File: src/rtl/note_sequence_to_keys_pkg.sv
// ---------------------------------------------------------------------------
// note_seq_pkg
// Shared types for the autoplay note sequencer: note/duration codes, the
// buffered event record, the sequencer state encoding and the note-to-key
// decode used to drive the A,S,D,F,G,H,J key lines.
// ---------------------------------------------------------------------------
package note_seq_pkg;

    typedef logic [3:0] note_t;
    typedef logic [7:0] dur_t;

    typedef struct packed {
        note_t note;
        dur_t  dur;
    } note_evt_t;

    typedef enum logic [1:0] {
        IDLE,
        PLAY,
        GAP
    } seq_state_t;

    localparam note_t NOTE_REST = 4'd7;
    localparam int    NUM_KEYS  = 7;

    // Codes 0..6 light exactly one key (bit0=A .. bit6=J); 7 and above are
    // rests and leave every key released.
    function automatic logic [NUM_KEYS-1:0] note_to_keys(input note_t note);
        logic [NUM_KEYS-1:0] k;
        k = '0;
        if (note < NOTE_REST) begin
            k = 7'b0000001 << note[2:0];
        end
        return k;
    endfunction

endpackage

File: src/rtl/note_sequence_to_keys_if.sv
// ---------------------------------------------------------------------------
// note_sequence_to_keys_if
// Valid/ready event stream carrying (note, duration) pairs into the
// sequencer.
//   in_valid     source -> sink  event offered
//   in_ready     sink -> source  sink can accept this cycle
//   in_note      source -> sink  0..6 = key A..J, 7..15 = rest
//   in_duration  source -> sink  length in ticks, 0 = drop event
// ---------------------------------------------------------------------------
interface note_sequence_to_keys_if;
    import note_seq_pkg::*;

    logic  in_valid;
    logic  in_ready;
    note_t in_note;
    dur_t  in_duration;

    modport master (output in_valid, output in_note, output in_duration, input in_ready);
    modport slave  (input in_valid, input in_note, input in_duration, output in_ready);

endinterface

File: src/rtl/note_sequence_to_keys_fifo.sv
// ---------------------------------------------------------------------------
// note_evt_fifo
// Synchronous FIFO of note events. rdata always shows the head entry.
//   clk, reset   clock, synchronous active-high reset
//   push, wdata  write an entry (ignored when full)
//   pop          discard the head entry (ignored when empty)
//   flush        drop all entries
//   full, empty  occupancy flags
// ---------------------------------------------------------------------------
module note_evt_fifo
    import note_seq_pkg::*;
#(
    parameter int DEPTH = 4
) (
    input  logic      clk,
    input  logic      reset,
    input  logic      push,
    input  logic      pop,
    input  logic      flush,
    input  note_evt_t wdata,
    output note_evt_t rdata,
    output logic      full,
    output logic      empty
);

    localparam int            AW       = $clog2(DEPTH);
    localparam logic [AW:0]   FULL_CNT = (AW+1)'(DEPTH);

    note_evt_t     mem [DEPTH];
    logic [AW-1:0] wptr;
    logic [AW-1:0] rptr;
    logic [AW:0]   count;
    logic          do_push;
    logic          do_pop;

    assign full    = (count == FULL_CNT);
    assign empty   = (count == '0);
    assign do_push = push && !full;
    assign do_pop  = pop && !empty;
    assign rdata   = mem[rptr];

    // Storage array carries no reset; only the pointers define validity.
    always_ff @(posedge clk) begin
        if (do_push) begin
            mem[wptr] <= wdata;
        end
    end

    // Pointers wrap naturally because DEPTH is a power of two.
    always_ff @(posedge clk) begin
        if (reset || flush) begin
            wptr  <= '0;
            rptr  <= '0;
            count <= '0;
        end else begin
            if (do_push) wptr <= wptr + AW'(1);
            if (do_pop)  rptr <= rptr + AW'(1);
            case ({do_push, do_pop})
                2'b10:   count <= count + (AW+1)'(1);
                2'b01:   count <= count - (AW+1)'(1);
                default: count <= count;
            endcase
        end
    end

endmodule

File: src/rtl/note_sequence_to_keys.sv
// ---------------------------------------------------------------------------
// note_sequence_to_keys
// Autoplay sequencer: buffers (note, duration) events and replays them as
// timed one-hot strobes on the A,S,D,F,G,H,J key lines.
//   clk, reset  clock, synchronous active-high reset
//   in_if       slave side of the event stream (in_ready = FIFO not full)
//   stop        abort: flush queue, release keys, return to IDLE
//   keys        registered one-hot key strobes (bit0=A .. bit6=J)
//   cur_note    registered code of the note playing, 0 when not playing
//   busy        sequencer active or events queued
//   bad_note    one-cycle pulse after a code 8..15 is popped
// Build option: define NOTE_SEQ_GAP_EN to insert a GAP_TICKS release gap
// after every note.
// ---------------------------------------------------------------------------
module note_sequence_to_keys
    import note_seq_pkg::*;
#(
    parameter int TICK_DIV   = 50_000,
    parameter int FIFO_DEPTH = 4,
    parameter int GAP_TICKS  = 1
) (
    input  logic                    clk,
    input  logic                    reset,
    note_sequence_to_keys_if.slave  in_if,
    input  logic                    stop,
    output logic [NUM_KEYS-1:0]     keys,
    output note_t                   cur_note,
    output logic                    busy,
    output logic                    bad_note
);

    localparam int            PW         = $clog2(TICK_DIV);
    localparam logic [PW-1:0] PRESC_LAST = PW'(TICK_DIV - 1);
    localparam dur_t          GAP_LAST   = dur_t'(GAP_TICKS - 1);

    seq_state_t    state;
    seq_state_t    state_d;
    logic [PW-1:0] presc;
    dur_t          tick;
    dur_t          dur_q;
    dur_t          tick_last;
    logic          presc_last;
    logic          period_end;
    logic          release_now;
    logic          pop;
    logic          load;
    logic          fifo_push;
    logic          fifo_full;
    logic          fifo_empty;
    note_evt_t     wr_evt;
    note_evt_t     head;

    assign in_if.in_ready = !fifo_full;
    assign fifo_push      = in_if.in_valid && !fifo_full && !stop;
    assign wr_evt         = '{note: in_if.in_note, dur: in_if.in_duration};
    assign busy           = (state != IDLE) || !fifo_empty;

    note_evt_fifo #(.DEPTH(FIFO_DEPTH)) u_fifo (
        .clk   (clk),
        .reset (reset),
        .push  (fifo_push),
        .pop   (pop),
        .flush (stop),
        .wdata (wr_evt),
        .rdata (head),
        .full  (fifo_full),
        .empty (fifo_empty)
    );

    // GAP can only be reached when the gap option is built in; otherwise the
    // period always ends on the loaded duration.
    assign tick_last   = (state == GAP) ? GAP_LAST : dur_q - 8'd1;
    assign presc_last  = (presc == PRESC_LAST);
    assign period_end  = presc_last && (tick == tick_last);
    assign release_now = (state != IDLE) && period_end && !load;

    // State register.
    always_ff @(posedge clk) begin
        if (reset) begin
            state <= IDLE;
        end else begin
            state <= state_d;
        end
    end

    // Next-state and pop/load decisions. At the end of a timed period the
    // next event is popped and loaded in the same cycle so consecutive notes
    // join without a release cycle; zero-duration heads are popped and lost.
    always_comb begin
        state_d = state;
        pop     = 1'b0;
        load    = 1'b0;
        if (stop) begin
            state_d = IDLE;
        end else begin
            case (state)
                IDLE: begin
                    if (!fifo_empty) begin
                        pop = 1'b1;
                        if (head.dur != '0) begin
                            load    = 1'b1;
                            state_d = PLAY;
                        end
                    end
                end
                PLAY: begin
                    if (period_end) begin
`ifdef NOTE_SEQ_GAP_EN
                        state_d = GAP;
`else
                        state_d = IDLE;
                        if (!fifo_empty) begin
                            pop = 1'b1;
                            if (head.dur != '0) begin
                                load    = 1'b1;
                                state_d = PLAY;
                            end
                        end
`endif
                    end
                end
`ifdef NOTE_SEQ_GAP_EN
                GAP: begin
                    if (period_end) begin
                        state_d = IDLE;
                        if (!fifo_empty) begin
                            pop = 1'b1;
                            if (head.dur != '0) begin
                                load    = 1'b1;
                                state_d = PLAY;
                            end
                        end
                    end
                end
`endif
                default: state_d = IDLE;
            endcase
        end
    end

    // Timing counters and registered outputs. Counters restart on every load
    // and on every release so the following period (note or gap) starts at 0.
    always_ff @(posedge clk) begin
        if (reset) begin
            presc    <= '0;
            tick     <= '0;
            dur_q    <= '0;
            keys     <= '0;
            cur_note <= '0;
            bad_note <= 1'b0;
        end else begin
            bad_note <= pop && head.note[3];
            if (stop) begin
                presc    <= '0;
                tick     <= '0;
                keys     <= '0;
                cur_note <= '0;
            end else if (load) begin
                presc    <= '0;
                tick     <= '0;
                dur_q    <= head.dur;
                keys     <= note_to_keys(head.note);
                cur_note <= head.note;
            end else if (release_now) begin
                presc    <= '0;
                tick     <= '0;
                keys     <= '0;
                cur_note <= '0;
            end else if (state != IDLE) begin
                if (presc_last) begin
                    presc <= '0;
                    tick  <= tick + 8'd1;
                end else begin
                    presc <= presc + PW'(1);
                end
            end
        end
    end

endmodule

File: src/flat_wrapper.sv
// flat-port wrapper written by rule: the top's interface ports become plain ports
module note_sequence_to_keys_flat import note_seq_pkg::*;
#(
    parameter int TICK_DIV   = 50_000,
    parameter int FIFO_DEPTH = 4,
    parameter int GAP_TICKS  = 1
)
  (clk, reset, stop, keys, cur_note, busy, bad_note, in_if_in_valid, in_if_in_note, in_if_in_duration, in_if_in_ready);
  note_sequence_to_keys_if in_if_i ();
  input  logic clk;
  input  logic reset;
  input  logic stop;
  output logic [NUM_KEYS-1:0] keys;
  output note_t cur_note;
  output logic busy;
  output logic bad_note;
  input wire logic [$bits(in_if_i.in_valid)-1:0] in_if_in_valid;
  input wire logic [$bits(in_if_i.in_note)-1:0] in_if_in_note;
  input wire logic [$bits(in_if_i.in_duration)-1:0] in_if_in_duration;
  output wire logic [$bits(in_if_i.in_ready)-1:0] in_if_in_ready;
  assign in_if_i.in_valid = in_if_in_valid;
  assign in_if_i.in_note = in_if_in_note;
  assign in_if_i.in_duration = in_if_in_duration;
  assign in_if_in_ready = in_if_i.in_ready;
  note_sequence_to_keys #(.TICK_DIV(TICK_DIV), .FIFO_DEPTH(FIFO_DEPTH), .GAP_TICKS(GAP_TICKS)) u_core (.clk(clk), .reset(reset), .in_if(in_if_i), .stop(stop), .keys(keys), .cur_note(cur_note), .busy(busy), .bad_note(bad_note));
endmodule
File: config.mk
export PLATFORM = sky130hd
export DESIGN_NAME = note_sequence_to_keys_flat
export DESIGN_NICKNAME = d
export VERILOG_FILES = /design/src/rtl/note_sequence_to_keys_pkg.sv /design/src/rtl/note_sequence_to_keys_if.sv /design/src/rtl/note_sequence_to_keys_fifo.sv /design/src/rtl/note_sequence_to_keys.sv /design/src/flat_wrapper.sv
export SDC_FILE = /design/constraint.sdc
export NUM_CORES = 1
export LEC_CHECK = 0
export BUFFER_PORTS_ARGS = -buffer_cell sky130_fd_sc_hd__buf_2
export CAP_MARGIN = 0
export CORE_MARGIN = 3
export CORE_UTILIZATION = 50
export DETAILED_ROUTE_END_ITERATION = 8
export PLACE_DENSITY = 0.8
export SKIP_CTS_REPAIR_TIMING = 1
export SYNTH_ARGS = -nofsm -noshare
export SYNTH_HDL_FRONTEND = slang
export SYNTH_SLANG_ARGS = --single-unit
File: constraint.sdc
create_clock -name clk -period 5 [get_ports clk]
set_clock_uncertainty 0.15 [all_clocks]
set_input_delay 0.5 -clock clk [delete_from_list [all_inputs] [get_ports clk]]
set_output_delay 0.5 -clock clk [all_outputs]
set_load 0.03 [all_outputs]
# ---- After elaboration in Yosys (flattened, before gate mapping)
# Memories as Yosys holds them, arrays and structs flattened. A register that Yosys moved wholly into a read port is not among the register bits.
# Index checks and enable logic that the tools add are counted.
dict set report op_classes {
  order_cmp 1
  multipliers 0
  n_eq_ne 10
  n_addsub 7
  n_div 0
  muxes 27
  reduce_logical 25
  n_shift 1
  bitwise_logic 1
}
# op count
set op_table {}
lappend op_table {{2-to-1 mux 7 bit} 3}
lappend op_table {{adder 16 x 1 -> 16 bit (second input constant)} 1}
lappend op_table {{== test 16 bit (second input constant)} 1}
lappend op_table {{2-to-1 mux 16 bit} 1}
lappend op_table {{2-to-1 mux 2 bit} 6}
lappend op_table {{2-to-1 mux 1 bit} 10}
lappend op_table {{adder 8 x 1 -> 8 bit (second input constant)} 1}
lappend op_table {{== test 8 bit} 1}
lappend op_table {{logical AND 1 bit} 8}
lappend op_table {{2-to-1 mux 4 bit} 2}
lappend op_table {{2-to-1 mux 8 bit} 1}
lappend op_table {{nonzero test 8 bit} 1}
lappend op_table {{subtractor 8 x 1 -> 8 bit (second input constant)} 1}
lappend op_table {{<< shifter 1 x 3 -> 7 bit (first input constant)} 1}
lappend op_table {{one-hot mux 3 bit (2 select lines)} 1}
lappend op_table {{nonzero test 2 bit} 3}
lappend op_table {{adder 2 x 1 -> 2 bit (second input constant)} 2}
lappend op_table {{== test 2 x 1 -> 1 bit (second input constant)} 2}
lappend op_table {{== test 2 bit (second input constant)} 2}
lappend op_table {{logical NOT 1 bit} 4}
lappend op_table {{< comparator 4 x 3 -> 1 bit (second input constant)} 1}
lappend op_table {{!= test 2 x 1 -> 1 bit (second input constant)} 2}
lappend op_table {{one-hot mux 1 bit (2 select lines)} 2}
lappend op_table {{one-hot mux 2 bit (2 select lines)} 1}
lappend op_table {{other kinds (12)} 14}
dict set report totals {
  mem_count 1
  register_bits 53
  mem_bits_rw 48
  mem_bits_ro 0
  in_bits 16
  wordCells 83
  out_inout_bits 14
  latch_bits 0
}
# memory depth word_bits read_ports rd_clocked_by_memory_dff wr line_no
set memory_table {}
lappend memory_table {u_core.u_fifo.mem 4 12 1 1 1 note_sequence_to_keys_fifo.sv:29} ;# note_evt_t mem [DEPTH];

# ---- Logic depth before layout (Yosys ltp)
# Gate-level depths: netlist (run 1).
dict set report logic_depth {
  ltp_word 11
  ltp_mapped 15
}

# ---- Cells and area by module
# From an unflattened synthesis (run 1), not the netlist that was laid out.
dict set report hier_totals {
  hier_cells 380
  area_unflattened_um2 4599.4
}
# mod cells_per_inst area_per_inst_um2 seq_area_each_um2 instances
set modules_own_cells {}
lappend modules_own_cells {note_sequence_to_keys 262 2376.0 900.9 1}
lappend modules_own_cells {note_evt_fifo 118 2223.4 1621.6 1}

# ---- Worst setup path before layout (run 1)
# Ideal clock, no wire load.
dict set report synth_path {
  path_type {register -> register}
  start {register u_core.dur_q[0]}
  end {register u_core.u_fifo.count[2]}
  setup_slack_ns 1.704
  stages_incl_launch_ff 16
  t_arrival_ns 3.075
  required_time_ns 4.779
  setup_ns 0.071
  period_less_slack_ns 3.296
  n_path_buf 1
  cell_sequence {dfxtp_1 inv_1 ha_1 nor3b_1 and3_1 o211a_1 o311a_1 a41oi_2 buf_2 nor2_1 ha_1 inv_1 fa_1 xor2_1 or3_1 a21oi_1}
}
dict set report synth_via {
  elab_chain_cells 10
  word_cells_on_any_way 12
  cone_classes {add/sub: 1; eq/ne: 3; mux: 5; reduce/logical: 3}
}
# item line_no
set synth_rtl {}
lappend synth_rtl {{from (decl)} note_sequence_to_keys.sv:40} ;# dur_t dur_q;
lappend synth_rtl {{from (signal assigned)} note_sequence_to_keys.sv:161} ;# dur_q <= head.dur;
lappend synth_rtl {{subtractor 8 x 1 -> 8 bit (*)} note_sequence_to_keys.sv:72} ;# assign tick_last = (state == GAP) ? GAP_LAST : dur_q - 8'd1;
lappend synth_rtl {{2-to-1 mux 8 bit (*)} note_sequence_to_keys.sv:72}
lappend synth_rtl {{== test 8 bit (*)} note_sequence_to_keys.sv:74} ;# assign period_end = presc_last && (tick == tick_last);
lappend synth_rtl {{logical AND 1 bit (*)} note_sequence_to_keys.sv:74}
lappend synth_rtl {{2-to-1 mux 1 bit (*)} note_sequence_to_keys.sv:107} ;# if (period_end) begin
lappend synth_rtl {{one-hot mux 1 bit (2 select lines) (*)} note_sequence_to_keys.sv:96} ;# case (state)
lappend synth_rtl {{2-to-1 mux 1 bit (*)} note_sequence_to_keys.sv:93} ;# if (stop) begin
lappend synth_rtl {{logical AND 1 bit (*)} note_sequence_to_keys_fifo.sv:39} ;# assign do_pop = pop && !empty;
lappend synth_rtl {{net u_core.u_fifo.do_pop} note_sequence_to_keys_fifo.sv:34} ;# logic do_pop;
lappend synth_rtl {{== test 2 x 1 -> 1 bit or == test 2 bit (tied branches)} note_sequence_to_keys_fifo.sv:58} ;# case ({do_push, do_pop})
lappend synth_rtl {{one-hot mux 3 bit (2 select lines) or nonzero test 2 bit (tied branches)} --}
lappend synth_rtl {{to (signal assigned)} note_sequence_to_keys_fifo.sv:59} ;# 2'b10: count <= count + (AW+1)'(1);
lappend synth_rtl {{to (signal assigned)} note_sequence_to_keys_fifo.sv:60} ;# 2'b01: count <= count - (AW+1)'(1);
lappend synth_rtl {{to (signal assigned)} note_sequence_to_keys_fifo.sv:61} ;# default: count <= count;
lappend synth_rtl {{to (decl)} note_sequence_to_keys_fifo.sv:32} ;# logic [AW:0] count;
# The timed path passes the listed nets; every way through them passes the cells marked *.
# A chain may end at the register's enable or synchronous reset.

# ---- Final worst setup path (run 1)
# Same ends and word-level chain as after synthesis.

==> run summary, run 1 <==
Outcome - finished clean
# clock sinks - 102
Post-detail-place hpwl - 5780 um
Reg2reg setup slack - 1.31 ns
Power Density - 304 nW/um2
Die Footprint - 10,100 um2
CTS tree - done
Die H - 100 um
Crit-path max FO - 16
Post-synth ARST share - 0%
Antenna cells - 0
DR DRC count - 0
Setup TNS - 0 ns
Die Span X - 100 um
Crit Path Class - reg2reg
Total I/O pin count - 30
Register bit total from synthesis - 102
Largest net degree at the start of global routing - 20
Commonest non-fill, non-tap cell in the layout - dfxtp_1
Synth Net Count - 397
Final Cycle Share - 73.8%
Pre-Repair DR Iteration Count - 4
Synth unique cells - 53
Initial Util - 52.9%
Synthesized cell area - 4450 um2
Startpoint Class - register
CTS H-tree lvls - 3
Syn_area_per_cell - 12.0 um2
# nets final - 425
Initial antenna violation count - 0
Post-Syn Instances - 372
Max Buffers Root-to-Sink - 2
CTS buffer count - 9
Worst Path Required - 5.16 ns
Tmin final - 3.69 ns
YS warnings - 0
Root Buffer - clkbuf_8
Core ar. - 8420 um2
Sequential cell area fraction in the yosys report - 56.7%
Antenna viol nets, final - 0
Total track usage - 17.8%
Total Power - 1.48 mW
Final Hold Fails - 0
Most frequent cells in the layout - 54 x dfxtp_1, 48 x edfxtp_1, 43 x nor2_1
Vias in the first global route - 2,988
IO buf count - 29
IR drop worst, VDD - 255 uV
Wirelength per Cell - 16.1 um
Gpl congestion - 0.842
Final setup viols - 0
Crit end category - register
MaxCap Viol Count - 0
Drt total wl - 8210 um
Leak pwr - 1.65 nW
Fmax - 271 MHz
Vias - 2,952
RSZ-0062 raised after global routing - no
First-pass GRT wire length - 14,200 um
GRT overflow - 0
Detailed Route Iter0 Violations - 214
Clock network latency to the later pin of the worst-skew pair - 0.37 ns
EDFF count, synth - 48
Worst-Margin Slew - 0.850 ns
Slew headroom - 43.1%
Worst hold path type - in2reg
Pins Over Slew Limit - 0
CP arrival - 3.85 ns
Std-Cell Rows - 33
Ys flop type - dfxtp_1
Clock Pin Slew Worst Setup and Hold Paths - 0.11 ns
Syn-to-layout area delta - 8.99%
Vias per cell - 5.79
Layout cell share with drive strength beyond 1 - 17.3%
-- path summary, 6_finish.rpt --
check,startpoint,endpoint,depth (start not counted)
min,in_if_in_duration[7],u_core.u_fifo.mem[1][7]$_DFFE_PP_,1
max,u_core.dur_q[0]$_SDFFE_PP0P_,u_core.u_fifo.count[2]$_SDFFE_PP0P_,14
min reg2reg,u_core.keys[0]$_SDFFE_PP0P_,u_core.keys[0]$_SDFFE_PP0P_,1
max reg2reg,u_core.dur_q[0]$_SDFFE_PP0P_,u_core.u_fifo.count[2]$_SDFFE_PP0P_,14
-- worst max-delay path, cell delays in order, from the launching register on --
cell	delay [ns]
dfxtp_1	0.39
inv_1	0.08
ha_1	0.17
nor3b_1	0.32
nand2_1	0.12
nor4_1	0.25
o311a_1	0.31
a41oi_2	0.39
nor2_1	0.20
ha_1	0.20
inv_1	0.06
fa_1	0.37
xor2_1	0.16
or3_1	0.32
a21oi_1	0.14
-- area by class of cell --
cell class,instances,area (um2)
clock buffers,10,128
clock inverters,6,60.1
fillers,691,3570
inverters,14,52.6
multi-input cells,243,1810
flip-flops and latches,102,2520
well taps,105,131
repair buffers,30,153
-- per-layer routing --
layer  up-vias  track usage (%)  part of all wire (%)
met2        71             29.8                    51
met1      1451             22.1                    43
met4         0             6.84                   1.9
met5         -                0                     0
met3        15             4.73                   4.2
li1       1415                -                     -
-- cells in the mapped netlist, types with 6 or more instances --
cell | instances | area share (%)
ha_1 | 8 | 2.2
a21oi_1 | 18 | 2.0
edfxtp_1 | 48 | 32
xnor2_1 | 11 | 2.2
inv_1 | 14 | 1.2
nand4_1 | 7 | 0.98
nand2_1 | 19 | 1.6
nor2_1 | 43 | 3.6
mux4_2 | 12 | 6.1
dfxtp_1 | 54 | 24
and3_1 | 6 | 0.84
nand3_1 | 28 | 3.1
o21ai_0 | 11 | 1.2
xor2_1 | 20 | 3.9
a32o_1 | 7 | 1.6
-- sequential cells by signal, indices dropped and copies added, names as in the netlist, named ones only --
register / count
u_core.u_fifo.count: 3
u_core.u_fifo.rptr: 2
u_core.state: 1
u_core.u_fifo.wptr: 2
u_core.keys: 7
u_core.tick: 8
u_core.u_fifo.mem: 48
u_core.dur_q: 8
u_core.presc: 16
u_core.cur_note: 4
u_core.bad_note: 1
-- per-stage QoR --
step,hold slack [ns],setup slack [ns],utilization (%),area (um2),instances
finish,0.181,1.31,57.6,4850,510
detailed placement,0.302,1.37,55.4,4660,494
global route,0.171,0.984,57.6,4850,510
floorplan,0.303,1.70,-,4450,372
CTS,0.177,1.30,57.6,4850,510
global placement,0.297,1.55,55.4,4660,494
-- cell families (layout without fill, tap and decap cells) --
kind of cell,count (synthesis),in the layout,share of synthesized area [%]
mux,17,17,7.22
flops,102,102,56.7
fa+ha+maj,9,9,2.70
xor+xnor,31,31,6.10
simple gates,140,140,17.3
compound gates,46,46,7.22
buf+inv,27,60,2.78
-- power breakdown --
group	total [mW]	internal, mW	switching [mW]
logic	0.0854	0.0305	0.0549
registers	0.891	0.883	0.00749
clock network	0.499	0.196	0.303
Note: power is estimated with default switching activity, not from simulation.
==> inputs of run 2 (changes only) <==
--- a/config.mk
+++ b/config.mk
@@ -5,6 +5,7 @@
 export SDC_FILE = /design/constraint.sdc
 export NUM_CORES = 1
 export LEC_CHECK = 0
+export ABC_AREA = 1
 export BUFFER_PORTS_ARGS = -buffer_cell sky130_fd_sc_hd__buf_2
 export CAP_MARGIN = 0
 export CORE_MARGIN = 3
==> constraint.sdc (replaced) <==
create_clock -name clk -period 3.6 [get_ports clk]
set_clock_uncertainty 0.15 [all_clocks]
set_input_delay 0.36 -clock clk [delete_from_list [all_inputs] [get_ports clk]]
set_output_delay 0.36 -clock clk [all_outputs]
set_load 0.03 [all_outputs]
==> run 2 against run 1 <==
Clock power grew 59%; power grew 51%; sequential power grew 40%; via count grew 27%; worst setup slack lost 0.81 ns; global-route usage grew 0.93 points; maximum frequency grew 19%; worst hold slack lost 0.14 ns; first-iteration DRC count grew 16%; non-clock buffer count grew 5; die area grew 6.0%.
==> run summary, run 2 <==
EDFF count, synth - 48
Largest stage delay on the critical path - 0.38 ns
Initial antenna violation count - 0
Hold Slack - 0.0371 ns
CTS H-tree lvls - 3
Worst Path Required - 3.71 ns
Post-detail-place hpwl - 6680 um
YS warnings - 0
Met1 Use GR - 22.6%
Met2 Use GR - 33.6%
Crit-path max FO - 7
Setup TNS - 0 ns
Register bit total from synthesis - 102
Power Density - 429 nW/um2
Top flop regs - u_core.u_fifo.mem x48, u_core.presc x16
Clock Pin Slew Worst Setup and Hold Paths - 0.11 ns
Layout cell share with drive strength beyond 1 - 11.0%
Die Footprint - 10,700 um2
Total track usage - 18.7%
Wirelength per Cell - 12.9 um
Syn_area_per_cell - 8.46 um2
Combinational power share - 8.7%
Commonest non-fill, non-tap cell in the layout - nand2_1
IR drop worst, VDD - 303 uV
Clock network power share - 35.5%
Die H - 103 um
Vias - 3,759
Core ar. - 8980 um2
# clock sinks - 102
Biggest register - u_core.u_fifo.mem
Critical-path top delay cell - fa_1
Post-synth ARST share - 0%
Crit end category - register
Final Hold Fails - 0
Max FFs per register - 48
Gpl congestion - 0.981
Critical-path cell list - inv_1 -> ha_1 -> nand2_1 -> inv_2 -> nand2_1 -> nand2_1 -> nand2_1 -> nor2_1 -> nand3_1 -> nand2_2 -> nand3_1 -> inv_1 -> ha_1 -> inv_1 -> fa_1 -> a21oi_1 -> o21ai_0 -> o21ai_0 -> a21oi_1
Final Cycle Share - 86.1%
Vias per cell - 5.18
Antenna viol nets, final - 0
Max Buffers Root-to-Sink - 2
Startpoint Class - register
Total I/O pin count - 30
Ys flop type - dfxtp_1
Worst path bufs/invs - 4
Antenna cells - 0
Int Pwr - 1.64 mW
Synth Net Count - 585
Syn-to-layout area delta - 9.80%
Slew headroom - 50.2%
Count leader, synth - nand2_1
Largest net degree at the start of global routing - 26
Most used routing layer - met2
Switch Pwr - 592 uW
CTS buffer count - 9
Sequential cell area fraction in the yosys report - 53.2%
Core Util, Final - 57.9%
First-pass GRT wire length - 15,800 um
CTS tree - done
Synth top area cells - edfxtp_1 30%, dfxtp_1 23%, nand2_1 13%
Top delay family on crit path - simple AND/OR/NAND/NOR gates
CP arrival - 3.22 ns
Synthesized cell area - 4740 um2
DR DRC count - 0
Detailed Route Iter0 Violations - 248
MaxCap Viol Count - 0
Fmax - 323 MHz
Pre-Repair DR Iteration Count - 5
Pins Over Slew Limit - 0
Final setup viols - 0
Clock network latency to the later pin of the worst-skew pair - 0.38 ns
Root Buffer - clkbuf_8
Crit Path Class - reg2reg
Post-Syn Instances - 560
RSZ-0062 raised after global routing - no
Most used cell, CP - nand2_1
Commonest cells in the netlist - 159 x nand2_1, 61 x inv_1, 54 x dfxtp_1
Most frequent cells in the layout - 159 x nand2_1, 61 x inv_1, 54 x dfxtp_1
Vias in the first global route - 3,580
Std-Cell Rows - 34
Tmin final - 3.10 ns
Synth unique cells - 31
Initial Util - 52.8%
# nets final - 619
Sequential share of power - 55.8%
Leak pwr - 2.08 nW
Total Power - 2.23 mW
Met3 Resource Use GR - 4.23%
GRT overflow - 0
Switching portion of total power - 26.5%
Share of the synthesized area in the top cell type - 30.4%
Worst-Margin Slew - 0.741 ns
Die Span X - 103 um
Outcome - finished clean
IO buf count - 29
Worst hold path type - in2reg
Drt total wl - 9390 um
Largest area contributor in the netlist - edfxtp_1
[run 2: cell types whose count changed after synthesis, sizes merged, moves of 9 or more]
| cell | change |
|---|---|
| a21oi | +14 |
| inv | +52 |
| mux4 | -12 |
| nand2 | +141 |
| nand3 | +22 |
| nor2 | +11 |
| nor3 | +9 |
[run 2: final timing paths]
path / start / to / depth (start not counted) / slack [ns]
min reg2reg: u_core.keys[6]$_SDFFE_PP0P_ / u_core.keys[6]$_SDFFE_PP0P_ / 2 / 0.32
max: u_core.dur_q[0]$_SDFFE_PP0P_ / u_core.u_fifo.count[2]$_SDFFE_PP0P_ / 19 / 0.50
max reg2reg: u_core.dur_q[0]$_SDFFE_PP0P_ / u_core.u_fifo.count[2]$_SDFFE_PP0P_ / 19 / 0.50
min: in_if_in_duration[1] / u_core.u_fifo.mem[3][1]$_DFFE_PP_ / 1 / 0.04
[run 2: cells by family (layout without fill, tap and decap cells)]
kind of cell    Yosys count  count (layout)  synth area share (%)
simple gates            299             299                  27.2
fa+ha+maj                 9               9                  2.54
compound gates           55              55                  6.34
flops                   102             102                  53.2
buf+inv                  79             118                  7.69
xor+xnor                 16              16                  2.96
[run 2: stage by stage]
step	area [um2]	instances	worst slack, ns
floorplan	4740	560	0.858
global placement	4970	709	0.726
detailed placement	4970	709	0.580
CTS	5200	725	0.541
global route	5200	725	0.112
finish	5200	725	0.499
[run 2: metal layers]
metal / wire length (um) / vias up
met5: 0 / -
met4: 114 / 0
met3: 443 / 13
met2: 4850 / 85
met1: 3980 / 1754
li1: - / 1907
[run 2: cell type report]
cell class | count | area (um2)
clock inverters | 7 | 103
inverters | 67 | 254
clock buffers | 9 | 124
multi-input cells | 379 | 1850
repair buffers | 35 | 190
fillers | 791 | 3770
well taps | 126 | 158
flip-flops and latches | 102 | 2520
[run 2: power by group through the flow]
stage	combinational, mW	sequential (mW)	clock (mW)
2_1_floorplan	0.144	1.27	0
3_3_place_gp	0.185	1.27	0
3_5_place_dp	0.192	1.27	0
4_1_cts	0.195	1.25	0.804
5_1_grt	0.223	1.25	0.854
6_report	0.195	1.25	0.792
==> inputs of run 3 (changes only) <==
--- a/config.mk
+++ b/config.mk
@@ -11,7 +11,7 @@
 export CORE_MARGIN = 3
 export CORE_UTILIZATION = 50
 export DETAILED_ROUTE_END_ITERATION = 8
-export PLACE_DENSITY = 0.8
+export PLACE_DENSITY = 0.68
 export SKIP_CTS_REPAIR_TIMING = 1
 export SYNTH_ARGS = -nofsm -noshare
 export SYNTH_HDL_FRONTEND = slang
==> run 3 against run 2 <==
Non-clock buffer count did not move; sequential share of layout area rose by 0.51 points; clock power fell by 17%; worst setup slack improved by 0.11 ns; final cell count did not move; wire length fell by 0.33%; core utilization fell by 0.60 points.
==> run summary, run 3 (synthesis results as in run 2) <==
Biggest register - u_core.u_fifo.mem
IO buf count - 29
DR DRC count - 0
Finished Layout Cells - 725
# clock sinks - 102
Most frequent cells in the layout - 159 x nand2_1, 61 x inv_1, 54 x dfxtp_1
GRT overflow - 0
Dpl cells - 709
Worst path bufs/invs - 4
Reg2reg setup slack - 0.61 ns
CP arrival - 3.11 ns
Max FFs per register - 48
Root Buffer - clkbuf_8
Die Span X - 103 um
CTS H-tree lvls - 3
Die H - 103 um
Critical-path cell list - inv_1 -> ha_1 -> inv_1 -> nand2_1 -> nand2_1 -> nor2_1 -> nand3_1 -> nor2_1 -> nand3_1 -> nand2_2 -> nand3_1 -> inv_1 -> ha_1 -> inv_1 -> fa_1 -> a21oi_1 -> o21ai_0 -> o21ai_0 -> a21oi_1
CTS buffer count - 9
Layout cell share with drive strength beyond 1 - 10.7%
Most used cell, CP - inv_1
Critical-path top delay cell - fa_1
Cells on Worst Hold Path - 1
Worst-Margin Slew - 0.755 ns
Antenna viol nets, final - 0
Leak pwr - 2.05 nW
Total I/O pin count - 30
Crit end category - register
Core Util, Final - 57.3%
Largest net degree at the start of global routing - 25
Fmax - 334 MHz
Slew headroom - 49.3%
Largest stage delay on the critical path - 0.37 ns
Final Hold Fails - 0
Pre-Repair DR Iteration Count - 4
Clock network latency to the later pin of the worst-skew pair - 0.37 ns
Worst hold path type - in2reg
Vias in the first global route - 3,538
Gpl congestion - 0.908
Core ar. - 8980 um2
First-pass GRT wire length - 15,800 um
Syn-to-layout area delta - 8.66%
Final setup viols - 0
Wirelength per Cell - 12.9 um
Pins Over Slew Limit - 0
Vias per cell - 5.04
MaxCap Viol Count - 0
Initial Util - 52.8%
Outcome - finished clean
Fill count - 816
Clock Pin Slew Worst Setup and Hold Paths - 0.10 ns
Crit Path Class - reg2reg
Post-detail-place hpwl - 6810 um
Commonest non-fill, non-tap cell in the layout - nand2_1
Tmin final - 2.99 ns
Max Buffers Root-to-Sink - 2
RSZ-0062 raised after global routing - no
# nets final - 619
Total Power - 2.10 mW
Die Footprint - 10,700 um2
IR drop worst, VDD - 360 uV
Final Cycle Share - 83.2%
Antenna cells - 0
Std-Cell Rows - 34
Total track usage - 19.0%
Levels on crit path - 19
Top delay family on crit path - adder cells
CTS tree - done
Detailed Route Iter0 Violations - 136
Worst Path Required - 3.71 ns
Drt total wl - 9350 um
Startpoint Class - register
Setup TNS - 0 ns
Crit-path max FO - 7
Fin worst setup slack - 0.606 ns
Top flop regs - u_core.u_fifo.mem x48, u_core.presc x16
Initial antenna violation count - 0
Vias - 3,657
Worst reg2reg path depth - 19
Place WS - 0.651 ns
Power Density - 408 nW/um2
-- run 3: cell count changes in the layout (fill, tap and decap cells not counted) --
cell        delta
clkinv_2       +1
clkinv_8       -2
inv_8          -1
inv_6          +1
clkbuf_1       +2
clkinvlp_4     +1
bufinv_16      -1
clkinv_4       -1
-- run 3: through the flow --
step	hold slack [ns]	instance area, um2
2_1_floorplan	0.289	4740
3_3_place_gp	0.294	4970
3_5_place_dp	0.312	4970
4_1_cts	0.0359	5150
5_1_grt	0.0376	5150
6_report	0.0516	5150
-- run 3: final timing paths --
| kind | from | endpoint |
|---|---|---|
| max | u_core.dur_q[0]$_SDFFE_PP0P_ | u_core.u_fifo.count[2]$_SDFFE_PP0P_ |
| min reg2reg | u_core.cur_note[1]$_SDFFE_PP0P_ | u_core.cur_note[1]$_SDFFE_PP0P_ |
| max reg2reg | u_core.dur_q[0]$_SDFFE_PP0P_ | u_core.u_fifo.count[2]$_SDFFE_PP0P_ |
| min | in_if_in_duration[3] | u_core.u_fifo.mem[2][3]$_DFFE_PP_ |
-- run 3: area by class of cell --
cell class / instances / area, um2 / share of cell area [%]
sequential: 102 / 2520 / 49.0
multi-input combinational: 379 / 1850 / 36.0
inverter: 67 / 254 / 4.93
timing repair buffer: 35 / 190 / 3.69
tap: 126 / 158 / 3.06
clock buffer: 11 / 131 / 2.55
clock inverter: 5 / 41.3 / 0.802
-- run 3: worst reg2reg max path: stages (launching register included) --
cell and delay, ns:
dfxtp_1 0.34, inv_1 0.10, ha_1 0.31, inv_1 0.04, nand2_1 0.05, nand2_1 0.05, nor2_1 0.12, nand3_1 0.08
nor2_1 0.11, nand3_1 0.09, nand2_2 0.15, nand3_1 0.15, inv_1 0.12, ha_1 0.14, inv_1 0.06, fa_1 0.37
a21oi_1 0.14, o21ai_0 0.11, o21ai_0 0.15, a21oi_1 0.05
-- run 3: power breakdown --
part	switching, mW	internal (mW)	total (mW)
logic	0.132	0.0615	0.194
clock network	0.400	0.261	0.661
registers	0.0127	1.23	1.25
-- run 3: layer usage --
metal	GRT usage [%]	vias up	wire [um]
li1	-	1899	-
met5	0	-	0
met4	6.47	0	175
met3	4.23	16	317
met2	34.2	57	4850
met1	22.4	1685	4010
